**config.mk**
```make
export PLATFORM = sky130hd
export DESIGN_NAME = dcm_clkgen_programmer
export DESIGN_NICKNAME = d
export VERILOG_FILES = /design/src/rtl/dcm_clkgen_programmer.sv
export SDC_FILE = /design/constraint.sdc
export NUM_CORES = 1
export LEC_CHECK = 0
export ABC_AREA = 1
export CAP_MARGIN = 20
export CORE_AREA = 5 5 107 109
export CTS_CLUSTER_DIAMETER = 40
export DETAILED_ROUTE_END_ITERATION = 8
export DIE_AREA = 0 0 112 114
export PLACE_DENSITY = 0.5
export SLEW_MARGIN = 25
export SYNTH_ARGS = -nofsm -noshare
export SYNTH_HDL_FRONTEND = slang
export SYNTH_SLANG_ARGS = --single-unit
export TNS_END_PERCENT = 20
```
**constraint.sdc**
```tcl
create_clock -name i_clock -period 2.6 [get_ports i_clock]
set_input_delay 0.52 -clock i_clock [delete_from_list [all_inputs] [get_ports i_clock]]
set_output_delay 0.52 -clock i_clock [all_outputs]
set_load 0.03 [all_outputs]
```
**src/rtl/dcm_clkgen_programmer.sv**
```systemverilog
// Purpose: drives the DCM_CLKGEN serial PROG port (LoadD, LoadM, GO) and waits for PROGDONE.
// Latency: a legal start yields LoadD bits on edges 1..10, GO on edge 9+2*GAP_CYCLES+12, done 3 edges after PROGDONE rises.
// Backpressure: none; a start while busy (or while an error is pending) is dropped, never queued.
//
// Ports:
//   i_clock      block clock, also the DCM PROGCLK
//   i_reset_n    asynchronous active-low reset
//   i_start      single-cycle request, only honoured in IDLE
//   i_multiply   requested M (2..255)
//   i_divide     requested D (1..255)
//   i_progdone   DCM PROGDONE (asynchronous to us, synchronized here)
//   o_progen     DCM PROGEN
//   o_progdata   DCM PROGDATA
//   o_busy       transaction in progress
//   o_done       one-cycle pulse on successful completion
//   o_error      one-cycle pulse on an illegal request or a PROGDONE timeout
module dcm_clkgen_programmer #(
  parameter int GAP_CYCLES = 2,
  parameter int TIMEOUT    = 4096
) (
  input  logic       i_clock,
  input  logic       i_reset_n,
  input  logic       i_start,
  input  logic [7:0] i_multiply,
  input  logic [7:0] i_divide,
  input  logic       i_progdone,
  output logic       o_progen,
  output logic       o_progdata,
  output logic       o_busy,
  output logic       o_done,
  output logic       o_error
);

  localparam int TO_W  = $clog2(TIMEOUT + 1);
  localparam int GAP_W = $clog2(GAP_CYCLES + 1);

  typedef enum logic [2:0] {
    S_IDLE,
    S_LOAD_D,
    S_GAP1,
    S_LOAD_M,
    S_GAP2,
    S_GO,
    S_WAIT_LOW,
    S_WAIT_HIGH
  } state_t;

  state_t           r_state;
  state_t           w_state_nxt;

  logic             r_sync1;
  logic             r_sync2;
  logic [7:0]       r_dv;
  logic [7:0]       r_mv;
  logic [3:0]       r_bit_cnt;
  logic [GAP_W-1:0] r_gap_cnt;
  logic [TO_W-1:0]  r_to_cnt;
  logic             r_bad_req;

  logic             w_req_legal;
  logic             w_accept;
  logic             w_bit_last;
  logic             w_gap_last;
  logic             w_timeout;
  logic [9:0]       w_frame_d;
  logic [9:0]       w_frame_m;

  logic             w_progen_nxt;
  logic             w_progdata_nxt;
  logic             w_busy_nxt;
  logic             w_done_nxt;
  logic             w_error_nxt;

  assign w_req_legal = (i_multiply >= 8'd2) && (i_divide != 8'd0);
  // Requests are blocked while an illegal-request error is still waiting to
  // be pulsed, so the next start is taken on the edge after the error.
  assign w_accept    = (r_state == S_IDLE) && i_start && !r_bad_req;
  assign w_bit_last  = (r_bit_cnt == 4'd9);
  assign w_gap_last  = (r_gap_cnt == GAP_W'(GAP_CYCLES - 1));
  assign w_timeout   = (r_to_cnt >= TO_W'(TIMEOUT));

  // Frames are shifted out bit 0 first: two command bits, then the payload LSB first.
  assign w_frame_d   = {r_dv, 1'b0, 1'b1};
  assign w_frame_m   = {r_mv, 1'b1, 1'b1};

  // PROGDONE comes from the DCM's own logic; two flops before use.
  always_ff @(posedge i_clock or negedge i_reset_n) begin
    if (!i_reset_n) begin
      r_sync1 <= 1'b0;
      r_sync2 <= 1'b0;
    end else begin
      r_sync1 <= i_progdone;
      r_sync2 <= r_sync1;
    end
  end

  // State register
  always_ff @(posedge i_clock or negedge i_reset_n) begin
    if (!i_reset_n) begin
      r_state <= S_IDLE;
    end else begin
      r_state <= w_state_nxt;
    end
  end

  // Next-state logic
  always_comb begin
    w_state_nxt = r_state;
    case (r_state)
      S_IDLE:      if (w_accept && w_req_legal) w_state_nxt = S_LOAD_D;
      S_LOAD_D:    if (w_bit_last) w_state_nxt = S_GAP1;
      S_GAP1:      if (w_gap_last) w_state_nxt = S_LOAD_M;
      S_LOAD_M:    if (w_bit_last) w_state_nxt = S_GAP2;
      S_GAP2:      if (w_gap_last) w_state_nxt = S_GO;
      S_GO:        w_state_nxt = S_WAIT_LOW;
      S_WAIT_LOW: begin
        if (w_timeout)     w_state_nxt = S_IDLE;
        else if (!r_sync2) w_state_nxt = S_WAIT_HIGH;
      end
      S_WAIT_HIGH: begin
        if (r_sync2 || w_timeout) w_state_nxt = S_IDLE;
      end
      default:     w_state_nxt = S_IDLE;
    endcase
  end

  // Captured request, bit/gap counters and the GO-to-PROGDONE timeout counter.
  always_ff @(posedge i_clock or negedge i_reset_n) begin
    if (!i_reset_n) begin
      r_dv      <= 8'd0;
      r_mv      <= 8'd0;
      r_bit_cnt <= 4'd0;
      r_gap_cnt <= '0;
      r_to_cnt  <= '0;
      r_bad_req <= 1'b0;
    end else begin
      r_bad_req <= w_accept && !w_req_legal;

      if (w_accept && w_req_legal) begin
        r_dv <= i_divide - 8'd1;
        r_mv <= i_multiply - 8'd1;
      end

      if ((r_state == S_LOAD_D) || (r_state == S_LOAD_M)) begin
        r_bit_cnt <= w_bit_last ? 4'd0 : r_bit_cnt + 4'd1;
      end else begin
        r_bit_cnt <= 4'd0;
      end

      if ((r_state == S_GAP1) || (r_state == S_GAP2)) begin
        r_gap_cnt <= w_gap_last ? '0 : r_gap_cnt + GAP_W'(1);
      end else begin
        r_gap_cnt <= '0;
      end

      // Runs from GO through both wait states and saturates at TIMEOUT.
      if ((r_state == S_GO) || (r_state == S_WAIT_LOW) || (r_state == S_WAIT_HIGH)) begin
        if (!w_timeout) r_to_cnt <= r_to_cnt + TO_W'(1);
      end else begin
        r_to_cnt <= '0;
      end
    end
  end

  // Output decode; the values are registered below so every output is a flop.
  always_comb begin
    w_progen_nxt   = 1'b0;
    w_progdata_nxt = 1'b0;
    w_busy_nxt     = 1'b0;
    w_done_nxt     = 1'b0;
    w_error_nxt    = r_bad_req;
    case (r_state)
      S_LOAD_D: begin
        w_progen_nxt   = 1'b1;
        w_progdata_nxt = w_frame_d[r_bit_cnt];
        w_busy_nxt     = 1'b1;
      end
      S_LOAD_M: begin
        w_progen_nxt   = 1'b1;
        w_progdata_nxt = w_frame_m[r_bit_cnt];
        w_busy_nxt     = 1'b1;
      end
      S_GAP1, S_GAP2: begin
        w_busy_nxt = 1'b1;
      end
      S_GO: begin
        w_progen_nxt = 1'b1;
        w_busy_nxt   = 1'b1;
      end
      S_WAIT_LOW: begin
        w_busy_nxt  = !w_timeout;
        w_error_nxt = w_timeout;
      end
      S_WAIT_HIGH: begin
        // A PROGDONE arriving on the timeout cycle still counts as success.
        if (r_sync2) begin
          w_done_nxt = 1'b1;
        end else if (w_timeout) begin
          w_error_nxt = 1'b1;
        end else begin
          w_busy_nxt = 1'b1;
        end
      end
      default: begin
        w_busy_nxt = 1'b0;
      end
    endcase
  end

  always_ff @(posedge i_clock or negedge i_reset_n) begin
    if (!i_reset_n) begin
      o_progen   <= 1'b0;
      o_progdata <= 1'b0;
      o_busy     <= 1'b0;
      o_done     <= 1'b0;
      o_error    <= 1'b0;
    end else begin
      o_progen   <= w_progen_nxt;
      o_progdata <= w_progdata_nxt;
      o_busy     <= w_busy_nxt;
      o_done     <= w_done_nxt;
      o_error    <= w_error_nxt;
    end
  end

endmodule

```
# Word-level counts from Yosys, hierarchy flattened
# Index checks and enable logic that the tools add are counted.
# op_classes
n_addsub	5
magnitude_cmp	3
eq_ne	17
muxes	29
reduce_logical	18
# op_table
operator	n
13-bit 2-to-1 mux	2
3-bit 2-to-1 mux	8
3-bit one-hot mux with 8 select lines	1
8-bit by 1-bit subtractor with 8-bit output (second input constant)	2
13-bit by 1-bit adder with 13-bit output (second input constant)	1
13-bit >= comparator (second input constant)	1
3-bit == test (second input constant)	4
2-bit inequality test (second input constant)	6
1-bit 2-to-1 mux	9
1-bit binary-select mux with 4-bit select	2
8-bit by 2-bit >= comparator with 1-bit output (second input constant)	1
4-bit 2-to-1 mux	2
8-bit nonzero test	1
7-bit AND reduction	1
3-bit by 2-bit == test with 1-bit output (second input constant)	2
1-bit logical AND	5
1-bit logical OR	5
4-bit by 5-bit < comparator with 1-bit output (second input constant)	1
5-bit OR reduction	1
4-bit by 1-bit adder with 4-bit output (second input constant)	1
4-bit == test (second input constant)	1
2-bit 2-to-1 mux	2
1-bit one-hot mux with 2 select lines	2
3-bit by 1-bit == test with 1-bit output (second input constant)	1
other kinds (8)	10
# totals
reg_bits	46
in_bits	20
output_inout_bits	5
word_cells	86

# Depth between registers and ports, before layout
# Gate-level depths: netlist of the first run.
# logic_depth
word_depth	6
ltp_mapped	11
mapped_depth_nobuf	11

# Worst setup path before layout of the first run
# No wires, ideal clock.
# synth_timing
path_kind	input to register
startpoint	input i_divide[0]
endpoint	register r_dv[2]
setup_time_ns	0.122
arrival_ns	1.381
required_ns	2.478
path_slack_ns	1.097
path_stages	8
path_buffers	1
cell_sequence	inv_1 -> ha_1 -> nor3b_1 -> nand2_1 -> nand3_4 -> buf_6 -> nand2_1 -> o21ai_2
# synth_between
elab_chain_len	3
word_cells_on_any_way	4
cone_classes	add/sub: 1; reduce/logical: 3
# synth_lines
element	line	rtl
start: declaration	25	input logic [7:0] i_divide,
parallel branches: the longest is 3 deep, another holds 8-bit by 1-bit subtractor with 8-bit output	--	
end signal: assignment	140	r_dv <= i_divide - 8'd1;
end: declaration	53	logic [7:0] r_dv;
# Several ways; the timed one is not identified.
# A chain may end at the register's enable or synchronous reset.

# Worst setup path after layout of the first run
# layout_timing
startpoint	input i_divide[0]
endpoint	register r_state[1]
# layout_between
elab_chain_len	5
# layout_lines
element	line	rtl
8-bit nonzero test	74	assign w_req_legal = (i_multiply >= 8'd2) && (i_divide != 8'd0);
1-bit logical AND	74	
1-bit logical AND	110	S_IDLE: if (w_accept && w_req_legal) w_state_nxt = S_LOAD_D;
2-bit by 1-bit inequality test with 1-bit output (no source line)	--	
7-bit AND reduction (no source line)	--	
end signal: assignment	102	r_state <= w_state_nxt;
end: declaration	48	state_t r_state;
# Every way passes these cells.

==> results of run 1 <==
==> power by group through the flow <==
| stage | combinational, W | clock [W] | sequential, W |
|---|---|---|---|
| 6_report | 0.000955 | 0.000522 | 0.00107 |
| 3_3_place_gp | 0.000956 | 0 | 0.00109 |
| 3_5_place_dp | 0.000963 | 0 | 0.00109 |
| 4_1_cts | 0.000967 | 0.000549 | 0.00107 |
| 2_1_floorplan | 0.000705 | 0 | 0.00108 |
| 5_1_grt | 0.00111 | 0.000581 | 0.00110 |
==> placed cells by master, fill, tap and decap left out, types with 2 or more instances in the layout <==
master,count
nand2_1,102
dfrtp_1,46
inv_1,38
nor2_1,34
nand3_1,23
clkdlybuf4s50_1,23
o21ai_0,14
a21oi_1,10
o21ai_2,8
ha_1,8
nor3_1,7
nand4_1,7
xnor2_1,5
xor2_1,5
clkbuf_8,5
buf_4,4
inv_2,3
nand2_2,3
nor2_2,2
nor2_4,2
==> flip-flops by register name, indices dropped and copies added (netlist names) <==
| signal | count |
|---|---|
| o_progdata | 1 |
| o_done | 1 |
| r_sync1 | 1 |
| r_state | 3 |
| o_error | 1 |
| o_busy | 1 |
| r_mv | 8 |
| r_gap_cnt | 2 |
| o_progen | 1 |
| r_bad_req | 1 |
| r_to_cnt | 13 |
| r_dv | 8 |
| r_bit_cnt | 4 |
| r_sync2 | 1 |
==> cell usage after synthesis (all sizes together) <==
master | count | area share [%]
buf | 4 | 1.4
xor2 | 5 | 1.7
nor4 | 1 | 0.25
ha | 8 | 3.9
nor2 | 38 | 6.4
o21ai | 22 | 5.5
a31oi | 1 | 0.25
a21oi | 10 | 2.0
nand3 | 24 | 5.2
xnor2 | 5 | 1.7
dfrtp | 46 | 45
nand4 | 7 | 1.7
nand2 | 105 | 16
a21boi | 1 | 0.30
o22ai | 1 | 0.25
nor3b | 1 | 0.30
nor3 | 8 | 1.8
inv | 41 | 6.1
==> logic make-up after synthesis <==
logic type | count (synthesis) | synth area share, %
buffers and inverters | 45 | 7.45
AO/OA/AOI/OAI | 35 | 8.28
XOR/XNOR | 10 | 3.45
flip-flops | 46 | 45.4
AND/OR/NAND/NOR | 184 | 31.5
adder cells (fa/ha/maj) | 8 | 3.94
==> worst max-delay path, delay by kind of cell <==
family                     cells  cell delay [ps]
buffers and inverters          2              600
adders and majority gates      1              200
and+or+nand+nor                7              870
==> routing by layer <==
layer  wire, um  part of all wire [%]  vias up  GRT usage [%]
li1           -                     -     1102              -
met1       2680                    51      915           11.8
met2       2330                    45       32           14.0
met3        160                   3.1        2           2.55
met4         29                  0.56        0           2.08
met5          0                     0        -              0
==> worst min-delay path by stage <==
stage / start / end / depth (start not counted)
floorplan: i_reset_n / o_busy / 0
global placement: r_sync1 / r_sync2 / 0
detailed placement: r_sync1 / r_sync2 / 0
CTS: i_reset_n / r_to_cnt[6] / 1
global route: i_reset_n / r_to_cnt[6] / 1
finish: i_reset_n / r_to_cnt[6] / 1
==> through the flow <==
stage	total power, W	util (%)
2_1_floorplan	0.00178	-
3_3_place_gp	0.00204	28.0
3_5_place_dp	0.00205	28.0
4_1_cts	0.00259	29.1
5_1_grt	0.00279	29.1
6_report	0.00255	29.1
==> layout make-up <==
cell class,count,area [um^2],area share [%]
inverters,41,154,5.04
flip-flops and latches,46,1150,37.7
repair buffers,28,265,8.69
multi-input cells,237,1200,39.2
clock inverters,2,37.5,1.23
clock buffers,6,72.6,2.38
well taps,140,175,5.74
==> results.yml, run 1 <==
run_status:
  status: "finished, final reports clean"
sta:
  finalSetupViolCount: 0
  rsz0062_at_grt: "no"
  layout_setup_ws_ps: 589
  slew_viol_final: 0
  slew_headroom_pct: 57.6
  hold_violations: 0
  fin_crit_sh_pct: 77.3
  max_freq_mhz: 497
  fin_setup_tns_ps: 0
  worstMarginPinSlew_ps: 636
  hold_ws_ps: 237
  period_minus_slack_ps: 2010
  skew_ps: 7.89
drt:
  drcViolationCount: 0
  wl_per_cell_um: 10.4
  num_vias: 2051
  initialDrtViolationCount: 92
  drt.antenna.violating_nets: 0
  drt_wl_total_um: 5200
  vias_per_cell: 4.10
  firstDrtPassIters: 4
clock_network:
  insertion_delay_ps: 290
  htreeDepth: 2
  cts_buffer_depth: 2
  cts_setup_buffers: 0
  numCtsBuffers: 5
  cts_tree: "done"
  path_clk_slew_ps: 80
  cts_resized: 0
  cts_root_buffer: "clkbuf_8"
  ctsHoldBuffers: 0
  cts.sinks: 46
setup_path:
  crit_fanout: 26
  cp.required_ps: 2790
  cp-end-kind: "flop"
  cp-startpoint: "i_divide[0]"
  crit_chain: "clkdlybuf4s50_1, inv_1, ha_1, nor3b_1, nand2_1, nand3_4, nand2_2, nand2_1, nand2_1, nand2_1"
  worst_path_largest_cell_delay_ps: 510
  worstRegToRegCells: 9
  critPathCapture: "r_state[1]"
  crit_slowest_cell: "clkdlybuf4s50_1"
  r2r-start: "r_bit_cnt[1]"
  crit_type: "input port to flop"
  rr_endpoint: "r_state[1]"
  r2r_setup_slack_ps: 960
  start_kind: "input port"
  worstPathArrival_ps: 2200
  cpMostUsedCell: "nand2_1"
placed_design:
  dp.cells: 492
  port_buffers: 24
  dpl_cell_area_um2: 2940
  gp_congestion: 0.788
  dp_hpwl_um: 4000
  place_ws_ps: 249
synthesis:
  syn_area_um2: 2540
  synth_cells: 328
  synth.distinct_cells: 27
  yosys_warnings: 0
  syn_nets: 356
  ys_seq_area_share_pct: 45.4
  synth_seq_cells: 46
  syn_area_per_cell_um2: 7.74
power_and_ir_drop:
  seqPwrFrac_pct: 42.0
  power_frac_comb_pct: 37.5
  p_int_w: 0.00156
  clkPwrFrac_pct: 20.5
  ir_drop_uv: 373
  p_switching_w: 0.000987
  p_leak_nw: 1.43
  p_per_area_nw_per_um2: 834
  p_sw_share_pct: 38.7
floorplanning:
  dieArea_um2: 12800
  ios: 25
  num_rows: 38
  die_w_um: 112
  initial_core_util_pct: 24.1
  die_h_um: 114
  coreArea_um2: 10500
final_layout:
  layoutNonFillerInstCount: 500
  fillers: 1156
  diodes: 0
  fin_area_um2: 3050
  nNetsFinal: 387
  area_growth_pct: 20.3
  drive_gt1_share_pct: 8.89
run:
  maxCapViolCount: 0
hold_path:
  hold_path.class: "input port to asynchronous set/reset pin"
grt:
  grt_pass1_wl_um: 9320
  antenna_found_initial: 0
  grt_pass1_vias: 2080
  grt_max_degree: 28
  grt.overflow.total: 0
  track_usage_pct: 8.78
(Power assumes the default switching activity.)
==> run 2: changes to the inputs <==
--- a/config.mk
+++ b/config.mk
@@ -11,7 +11,7 @@
 export CTS_CLUSTER_DIAMETER = 40
 export DETAILED_ROUTE_END_ITERATION = 8
 export DIE_AREA = 0 0 112 114
-export PLACE_DENSITY = 0.5
+export PLACE_DENSITY = 0.51
 export SLEW_MARGIN = 25
 export SYNTH_ARGS = -nofsm -noshare
 export SYNTH_HDL_FRONTEND = slang
==> constraint.sdc (replaced) <==
create_clock -name i_clock -period 1.6 [get_ports i_clock]
set_input_delay 0.32 -clock i_clock [delete_from_list [all_inputs] [get_ports i_clock]]
set_output_delay 0.32 -clock i_clock [all_outputs]
set_load 0.03 [all_outputs]
==> run 2 against run 1 <==
The flow now finishes with violations (negative hold slack). Hold slack got worse by 240 ps. Sequential share of layout area shrank 2.9 points. Count of clock-buffer cells in the layout is the same. Cell area up 8.4%. Utilization rose by 2.4 points. Clock skew grew 3.4 ps. Total power is 65% higher. Sequential power increased by 57%. Critical path type unchanged. Critical endpoint is now r_dv[1]. Largest cell class unchanged. Highest routed layer unchanged.
==> results.yml, run 2 (synthesis gave the netlist of run 1 again) <==
placed_design:
  gp_congestion: 0.802
  port_buffers: 24
  dp_hpwl_um: 4340
grt:
  grt_pass1_vias: 2151
  track_usage_pct: 9.10
  antenna_found_initial: 0
  grt_pass1_wl_um: 9720
  grt_max_degree: 47
  grt.overflow.total: 0
floorplanning:
  die_w_um: 112
  coreArea_um2: 10500
  ios: 25
  num_rows: 38
  initial_core_util_pct: 24.1
  die_h_um: 114
  dieArea_um2: 12800
run:
  maxCapViolCount: 0
clock_network:
  cts_root_buffer: "clkbuf_8"
  insertion_delay_ps: 290
  ctsHoldBuffers: 0
  cts.sinks: 46
  htreeDepth: 2
  cts_tree: "done"
  path_clk_slew_ps: 90
  cts_buffer_depth: 2
  numCtsBuffers: 5
final_layout:
  final_cell_mix: "nand2_1, dfrtp_1, inv_1"
  largest_reg_flops: 13
  diodes: 0
  area_growth_pct: 30.4
  drive_gt1_share_pct: 17.6
  nNetsFinal: 418
  post-route-util_pct: 31.5
  largest_register: "r_to_cnt"
  final_common_cell: "nand2_1"
  top_regs: "r_to_cnt x13, r_dv x8, r_mv x8"
setup_path:
  cp.required_ps: 1830
  cpMostUsedCell: "nand2_1"
  crit_chain: "clkdlybuf4s50_1, ha_1, inv_1, nand2_1, nor2_1, nand2_1, nand3_4, buf_6, buf_4, o21ai_2"
  worst_path_largest_cell_delay_ps: 480
  rr_endpoint: "r_to_cnt[10]"
  r2r_setup_slack_ps: 130
  worstPathArrival_ps: 1720
  crit_type: "input port to flop"
  r2r-start: "r_to_cnt[0]"
  cp_top_family: "buffers and inverters"
  crit_fanout: 7
  crit_buf_inv: 4
  start_kind: "input port"
  worstRegToRegCells: 9
  cp-end-kind: "flop"
  cp.depth: 10
  crit_slowest_cell: "clkdlybuf4s50_1"
drt:
  initialDrtViolationCount: 89
  drt_wl_total_um: 5540
  num_vias: 2232
  wl_per_cell_um: 10.4
  drt.antenna.violating_nets: 0
  firstDrtPassIters: 5
  drcViolationCount: 0
  vias_per_cell: 4.20
power_and_ir_drop:
  p_per_area_nw_per_um2: 1270
  p_leak_nw: 1.64
  ir_drop_uv: 493
  finalPower_w: 0.00421
sta:
  slew_headroom_pct: 71.7
  period_minus_slack_ps: 1490
  finalSetupViolCount: 0
  fin_crit_sh_pct: 93.3
  worstMarginPinSlew_ps: 421
  skew_ps: 11.3
  slew_viol_final: 0
  hold_violations: 3
  max_freq_mhz: 670
  hold_ws_ps: -2.63
run_status:
  status: "complete, but fails checks"
  failed_checks: "negative hold slack"
hold_path:
  hold_path.class: "input port to asynchronous set/reset pin"
run 2: changes by cell type in the layout (fill, tap and decap cells not counted), moves of 2 or more:
cell and delta:
clkdlybuf4s50_1 -8, buf_12 +2, inv_1 -2, inv_2 +2, nand2_2 +2, dlymetal6s2s_1 +3, dlygate4sd2_1 +5, buf_4 +28
nand2_1 -2
run 2: how the worst max path moves through the flow:
stage,start,end,slack (ps)
3_3_place_gp,i_divide[0],r_dv[1],-290
6_report,i_multiply[1],r_dv[1],110
4_1_cts,i_multiply[0],r_dv[2],10
3_5_place_dp,i_multiply[0],r_dv[2],-330
5_1_grt,r_to_cnt[0],r_to_cnt[10],-6
2_1_floorplan,r_bit_cnt[1],r_state[1],210
run 2: area by class of cell:
cell class / count / area, um^2
fill: 1139 / 7200
sequential: 46 / 1150
tap: 140 / 175
inverter: 41 / 154
timing repair buffer: 59 / 528
clock inverter: 2 / 13.8
clock buffer: 6 / 72.6
multi-input combinational: 237 / 1210
run 2: where the power goes:
part	leakage [nW]	switching, W	internal [W]
Combinational	0.997	0.00107	0.000759
Clock	0.0452	0.000384	0.000309
Sequential	0.602	0.000205	0.00148
run 2: repair_timing:
action | CTS | global route
cloned | 0 | 0
gates resized for setup | 6 | 11
pin swaps | 0 | 4
endpoints found under the setup margin | 8 | 23
buffers inserted | 0 | 1
run 2: stage by stage:
stage	worst slack (ps)	instances	hold slack [ps]	instance area, um^2	TNS [ps]
after floorplan	212	328	24.4	2540	0
after global placement	-289	522	329	3190	-4570
after detailed placement	-331	522	328	3190	-5070
after CTS	13.1	530	7.10	3280	0
after global routing	-6.29	531	18.8	3310	-6.29
final	107	531	-2.63	3310	0
run 2: per-layer routing:
layer / track usage, % / up-vias / part of all wire, %
met2: 14.8 / 26 / 48
li1: - / 1162 / -
met1: 12.4 / 1040 / 49
met5: 0 / - / 0
met4: 2.64 / 0 / 1.0
met3: 1.80 / 4 / 2.6
